==> config.mk <==
export PLATFORM = sky130hd
export DESIGN_NAME = bin_to_bcd_seq
export DESIGN_NICKNAME = d
export VERILOG_FILES = /design/src/rtl/bin_to_bcd_seq.sv
export SDC_FILE = /design/constraint.sdc
export NUM_CORES = 1
export LEC_CHECK = 0
export CAP_MARGIN = 20
export CORE_ASPECT_RATIO = 0.8
export CORE_MARGIN = 3
export CORE_UTILIZATION = 66
export CTS_BUF_LIST = sky130_fd_sc_hd__clkbuf_8
export CTS_CLUSTER_DIAMETER = 50
export DETAILED_ROUTE_END_ITERATION = 8
export DONT_BUFFER_PORTS = 1
export HOLD_SLACK_MARGIN = 0.1
export PLACE_DENSITY_LB_ADDON = 0.15
export SLEW_MARGIN = 20
export SYNTH_ARGS = -nofsm -noshare
export SYNTH_HDL_FRONTEND = slang
export SYNTH_SLANG_ARGS = --single-unit
==> constraint.sdc <==
create_clock -name clock -period 2.5 [get_ports clock]
set_clock_uncertainty 0.2 [all_clocks]
set_input_delay 0.5 -clock clock [delete_from_list [all_inputs] [get_ports clock]]
set_output_delay 0.5 -clock clock [all_outputs]
set_load 0.02 [all_outputs]
==> src/rtl/bin_to_bcd_seq.sv <==
// Sequential double-dabble converter: one add-3/shift step per clock.
// Turns an unsigned IN_WIDTH-bit value into DIGITS packed BCD digits on number_32.
// number_32/overflow update only when a conversion completes (done pulse) or on reset,
// so a downstream display never shows intermediate values.
module bin_to_bcd_seq #(
  parameter int IN_WIDTH = 16,
  parameter int DIGITS   = 5
) (
  input  logic                clock,
  input  logic                reset_n,
  input  logic                start,
  input  logic [IN_WIDTH-1:0] bin_in,
  output logic                busy,
  output logic                done,
  output logic                overflow,
  output logic [31:0]         number_32
);

  localparam int BW = 4 * DIGITS;
  localparam int CW = $clog2(IN_WIDTH + 1);
  localparam logic [CW-1:0] LAST_CNT = CW'(IN_WIDTH - 1);

  typedef enum logic [0:0] {
    IDLE  = 1'b0,
    SHIFT = 1'b1
  } state_t;

  // Add 3 to every digit >= 5; each nibble is independent (no carry between digits).
  function automatic logic [BW-1:0] add3_digits(input logic [BW-1:0] bcd);
    logic [BW-1:0] res;
    res = bcd;
    for (int i = 0; i < DIGITS; i++) begin
      if (bcd[4*i +: 4] >= 4'd5) begin
        res[4*i +: 4] = bcd[4*i +: 4] + 4'd3;
      end else begin
        res[4*i +: 4] = bcd[4*i +: 4];
      end
    end
    return res;
  endfunction

  state_t              state_q, state_d;
  logic [IN_WIDTH-1:0] bin_q, bin_d;
  logic [BW-1:0]       bcd_q, bcd_d;
  logic                ovf_acc_q, ovf_acc_d;
  logic [CW-1:0]       cnt_q, cnt_d;
  logic                busy_q, busy_d;
  logic                done_q, done_d;
  logic                overflow_q, overflow_d;
  logic [31:0]         number_q, number_d;

  logic [BW-1:0]       adj_s;
  logic [BW:0]         cat_s;
  logic                ovf_final_s;

  // Datapath for one double-dabble step: adjust digits, then shift {BCD, bin} left by one.
  always_comb begin
    adj_s       = add3_digits(bcd_q);
    cat_s       = {adj_s, bin_q[IN_WIDTH-1]};
    ovf_final_s = ovf_acc_q | cat_s[BW];
  end

  // Next-state and next-output logic for the IDLE/SHIFT controller.
  always_comb begin
    state_d    = state_q;
    bin_d      = bin_q;
    bcd_d      = bcd_q;
    ovf_acc_d  = ovf_acc_q;
    cnt_d      = cnt_q;
    busy_d     = busy_q;
    done_d     = 1'b0;
    overflow_d = overflow_q;
    number_d   = number_q;
    case (state_q)
      IDLE: begin
        if (start) begin
          bin_d     = bin_in;
          bcd_d     = '0;
          ovf_acc_d = 1'b0;
          cnt_d     = '0;
          busy_d    = 1'b1;
          state_d   = SHIFT;
        end else begin
          busy_d = 1'b0;
        end
      end
      SHIFT: begin
        bin_d     = bin_q << 1;
        bcd_d     = cat_s[BW-1:0];
        ovf_acc_d = ovf_final_s;
        cnt_d     = cnt_q + CW'(1);
        if (cnt_q == LAST_CNT) begin
          state_d = IDLE;
          busy_d  = 1'b0;
          done_d  = 1'b1;
          if (ovf_final_s) begin
            // Saturate: all digits read F to flag an unrepresentable value.
            number_d   = 32'({BW{1'b1}});
            overflow_d = 1'b1;
          end else begin
            number_d   = 32'(cat_s[BW-1:0]);
            overflow_d = 1'b0;
          end
        end else begin
          busy_d = 1'b1;
        end
      end
      default: begin
        state_d = IDLE;
        busy_d  = 1'b0;
      end
    endcase
  end

  // State and output registers; synchronous active-low reset aborts any conversion.
  always_ff @(posedge clock) begin
    if (!reset_n) begin
      state_q    <= IDLE;
      bin_q      <= '0;
      bcd_q      <= '0;
      ovf_acc_q  <= 1'b0;
      cnt_q      <= '0;
      busy_q     <= 1'b0;
      done_q     <= 1'b0;
      overflow_q <= 1'b0;
      number_q   <= 32'd0;
    end else begin
      state_q    <= state_d;
      bin_q      <= bin_d;
      bcd_q      <= bcd_d;
      ovf_acc_q  <= ovf_acc_d;
      cnt_q      <= cnt_d;
      busy_q     <= busy_d;
      done_q     <= done_d;
      overflow_q <= overflow_d;
      number_q   <= number_d;
    end
  end

  assign busy      = busy_q;
  assign done      = done_q;
  assign overflow  = overflow_q;
  assign number_32 = number_q;

endmodule

Word-level counts from Yosys, hierarchy flattened
Cells that the tools add are included.
Storage, ports and cells
  bits in registers: 77
  bits of input ports: 19
  word-level logic and storage cells: 44
Cells by class
  $add $sub $neg: 6
  order comparisons: 5
  equality and inequality tests: 2
  muxes and demuxes: 19
  bitwise operators: 2
  reduce and logical (&&, ||, !) cells: 2
Operator list (number)
  $mux W20: 2
  $pmux W20 S2: 1
  $pmux W16 S2: 1
  $add A4 B2 Y4 const B: 5
  $ge A4 B3 Y1 const B: 5
  $mux W4: 5
  $mux W16: 1
  $pmux W5 S2: 1
  $add A5 B1 Y5 const B: 1
  $eq A5 B4 Y1 const B: 1
  $mux W1: 5
  $mux W5: 1
  $pmux W1 S2: 2
  $reduce_and A2 Y1: 2
  $ne A2 B2 Y1 const B: 1
  $not A1 Y1: 1
  $or A1 B1 Y1: 1

Longest topological paths before layout
  depth after elaboration: 4
  depth in mapped cells: 8

Least setup slack after synthesis
OpenSTA, ideal clock, no wires.
  path type: register to register
  from: reg cnt_q[0]
  to: reg number_q[15], in the netlist number_32[15]
  library setup time: 0.139 ns
  arrival: 1.549 ns
  required time: 2.161 ns
  slack: 0.612 ns
  cell stages (with the launch flop): 9
  period minus slack after synthesis: 1.888 ns
  path through: dfxtp_1 -> ha_1 -> and3_1 -> ha_1 -> and2_1 -> clkbuf_1 -> clkbuf_1 -> o21ai_0 -> a31oi_2
On the way
  cells in the longest elaborated chain, start to end: 2
Ends and longest elaborated chain
  start: declaration: line 46  | logic [CW-1:0] cnt_q, cnt_d;
  start signal: assignment: line 132  | cnt_q <= cnt_d;
  $eq A5 B4 Y1: line 92  | if (cnt_q == LAST_CNT) begin
  $reduce_and A2 Y1 (no line)
  end signal: assignment: line 136  | number_q <= number_d;
  end: declaration: line 50  | logic [31:0] number_q, number_d;
No other way between the ends.
A chain may end at the register's enable or synchronous reset.

Final worst setup path
  from: reg cnt_q[0]
  to: reg number_q[19], in the netlist number_32[19]
Same word-level chain as after synthesis.

==> results.txt <==
----------------------------------------------------
[Worst setup path]
  Depth of the worst register-to-register path ... 7
  Arrival time at the worst endpoint ... 2.08 ns
  FF-to-FF Start ... cnt_q[0]$_SDFFE_PN0P_
  Largest fanout on the critical path ... 43
  Terminus of the critical flop-to-flop path ... number_32[19]$_SDFFE_PN0P_
  Worst R2R Setup Slack ... 0.49 ns
  Required @ worst endpoint ... 2.57 ns
  Nature of the critical path endpoint ... register
  Critical setup path kind ... register to register
  Category of the worst setup path launch point ... register

[Power]
  Peak ir drop on the vdd network ... 0.554 mV
  Power per Cell Area ... 636 nW/um2
  Total leakage power ... 1.29 nW

[Yosys]
  Cells after synthesis ... 406
  Mean instance size in the synthesized netlist ... 8.11 um2
  Synthesized cell area ... 3290 um2
  Number of synthesized flops with an enable pin ... 0
  Most used flip-flop cell after synthesis ... dfxtp_1
  Async set or reset register ratio after synthesis ... 0%
  Total number of yosys warnings ... 0
  Number of unique standard cell types used by synthesis ... 38
  Number of register bits inferred by synthesis ... 65
  Sequential share of the synthesized area ... 39.5%

[Floorplan]
  Count of boundary I/O pins ... 54
  Chip Width ... 84.9 um
  Row count ... 22
  Starting density of the core ... 69.9%
  Total core area ... 4710 um2
  Die footprint ... 5870 um2
  Height of the die ... 69.2 um

[Place]
  Last weighted congestion value of the routability-driven placer ... 0.863
  Post-detailed-placement half-perimeter wirelength ... 4470 um
  Port buffer count ... 0
  Cell Count Post-Placement ... 446
  Area after detailed placement ... 3250 um2

[Final layout]
  Commonest cells after routing, fill and taps aside ... dfxtp_1 (64), nor2_1 (48), a21oi_1 (41), o21ai_0 (41), inv_1 (26)
  Layout-stage area growth over the synthesis result ... 5.89%
  Cell area after layout ... 3480 um2
  Multi-input logic area ... 1720 um2
  Net count of the finished layout ... 429
  Sequential cell area ... 1300 um2
  Most frequent standard cell in the layout excluding fill and tap cells ... dfxtp_1
  Cell Count, Final, Fillers Out ... 462
  FILL cells ... 342
  Fraction of final layout cells sized beyond drive strength 1 ... 6.72%
  Number of diodes added for antenna fixing ... 0

[CTS]
  CTS tree ... built
  Reg clk slew, reported paths ... 0.07 ns
  Post-CTS Setup Repair Bufs ... 0
  H-Tree Depth ... 3
  Inserted Clock Buffers ... 9
  Total clock sinks ... 65
  Worst-Skew Late Latency ... 0.34 ns
  Number of gates resized after cts ... 0
  Maximum number of buffers from clock root to sink ... 2
  Root Buffer ... clkbuf_8

[Drt]
  Number of DRC markers in iteration 0 ... 179
  Drt pass-1 iters ... 5
  Met1 WL ... 3160 um
  Max Used Layer ... met4
  Count of vias placed by the detailed router ... 2754
  Detail Route met3 WL ... 465 um
  Vias per cell ... 5.96
  Antenna-violating nets left ... 0
  Total length of routed wires ... 6990 um
  Routed length on met2 ... 3310 um
  Detailed-route DRC error count ... 0
  Per-cell routed wire length ... 15.1 um

[Timing]
  Final Hold Viols ... 0
  Endpoints failing setup ... 0
  Min cycle time layout ... 2.01 ns
  Pins Over Slew Limit ... 0
  Unrepaired setup endpoints after global routing ... false
  Slew at the pin with the worst max-slew slack ... 0.925 ns
  Portion of the clock cycle consumed by the worst path in the final layout ... 80.5%
  Final sum of negative setup slack ... 0 ns
  Remaining max-slew budget at the tightest pin ... 38.1%
  Upper clock frequency limit ... 497 MHz
  Worst hold-check slack ... 0.114 ns

[Worst hold path]
  Hold path depth ... 2
  Type of the worst min-delay path ... input port to register
  Capture endpoint of the worst hold path ... number_32[15]$_SDFFE_PN0P_
  Hold_sp ... reset_n

[GRT]
  Total routing usage reported by global routing ... 23.8%
  First-pass GRT wire length ... 11300 um
  Initial antenna violation count ... 0
  Grt ovf ... 0
  Number of global-route vias before repair ... 2451
  Maximum number of pins on one net before global-route repair ... 44

[Outcome]
  Status ... finished, final reports clean

[Run]
  Max-cap check violation count ... 0

----------------------------------------------------
==> cell usage after synthesis (9+ instances only) <==
cell	n	area, um2
nor3_1	17	85.1
o21a_1	9	67.6
inv_1	25	93.8
nor2_1	48	180
o21ai_0	41	205
buf_4	13	97.6
ha_1	12	150
dfxtp_1	65	1300
a31oi_1	19	119
clkbuf_1	12	45.0
mux2i_1	16	160
nand2_1	10	37.5
a21oi_1	41	205
==> flip-flops by register name (all words and copies together) (netlist names) <==
signal / flops
bin_q: 16
ovf_acc_q: 1
overflow: 1
number_32: 20
cnt_q: 5
busy: 1
done: 1
bcd_q: 20
==> layer usage <==
| layer | vias up | GRT usage [%] |
|---|---|---|
| met4 | 0 | 5.62 |
| met3 | 8 | 10.4 |
| met1 | 1289 | 30.8 |
| met2 | 80 | 36.6 |
| li1 | 1377 | - |
| met5 | - | 0 |
==> logic make-up after synthesis <==
kind of cell,Yosys count,synth area share (%)
DFF,65,39.5
muxes,16,4.87
other,1,0.114
xor gates and xnor gates,4,1.06
AOI/OAI and AO/OA,132,23.8
buffers and inverters,63,9.39
adders and majority gates,12,4.56
and+or+nand+nor,113,16.6
==> final cells by class <==
type / instances / share of cell area (%)
repair buffers: 8 / 1.80
multi-input cells: 289 / 49.4
clock inverters: 3 / 1.83
flip-flops and latches: 65 / 37.4
inverters: 25 / 2.69
clock buffers: 12 / 4.74
well taps: 60 / 2.15
==> metrics by stage <==
step,worst slack [ns],util (%),power (mW)
final,0.486,74.0,2.22
after detailed placement,0.550,69.0,1.21
after global placement,0.611,69.0,1.21
after floorplan,0.612,-,1.21
after global routing,0.258,74.0,2.29
after CTS,0.489,74.0,2.23
==> what timing repair did <==
item                                    4_1_cts  5_1_grt
hold buffers                                  1        0
endpoints found under the setup margin        0        0
hold endpoints to repair                     28        0
==> worst max path at each step <==
stage	startpoint	end	slack [ns]	cells past startpoint
6_report	cnt_q[0]$_SDFFE_PN0P_	number_32[19]$_SDFFE_PN0P_	0.49	7
5_1_grt	cnt_q[0]$_SDFFE_PN0P_	number_32[18]$_SDFFE_PN0P_	0.26	7
4_1_cts	cnt_q[0]$_SDFFE_PN0P_	number_32[6]$_SDFFE_PN0P_	0.49	7
3_5_place_dp	cnt_q[0]$_SDFFE_PN0P_	number_32[1]$_SDFFE_PN0P_	0.55	7
3_3_place_gp	cnt_q[0]$_SDFFE_PN0P_	number_32[15]$_SDFFE_PN0P_	0.61	7
2_1_floorplan	cnt_q[0]$_SDFFE_PN0P_	number_32[15]$_SDFFE_PN0P_	0.61	8
==> where the power goes <==
| part | switching, mW | total (mW) | internal (mW) |
|---|---|---|---|
| Sequential | 0.0112 | 1.07 | 1.05 |
| Clock | 0.385 | 1.02 | 0.634 |
| Combinational | 0.0903 | 0.132 | 0.0413 |
| Total | 0.487 | 2.22 | 1.73 |
==> worst max-delay path, stage by stage, from the launching register on <==
cell     delay [ns]
dfxtp_1        0.39
ha_1           0.22
and3_1         0.18
ha_1           0.15
and2_1         0.13
buf_4          0.33
o21ai_0        0.14
a31oi_1        0.18
No activity file was read; power rests on OpenSTA's default activity.
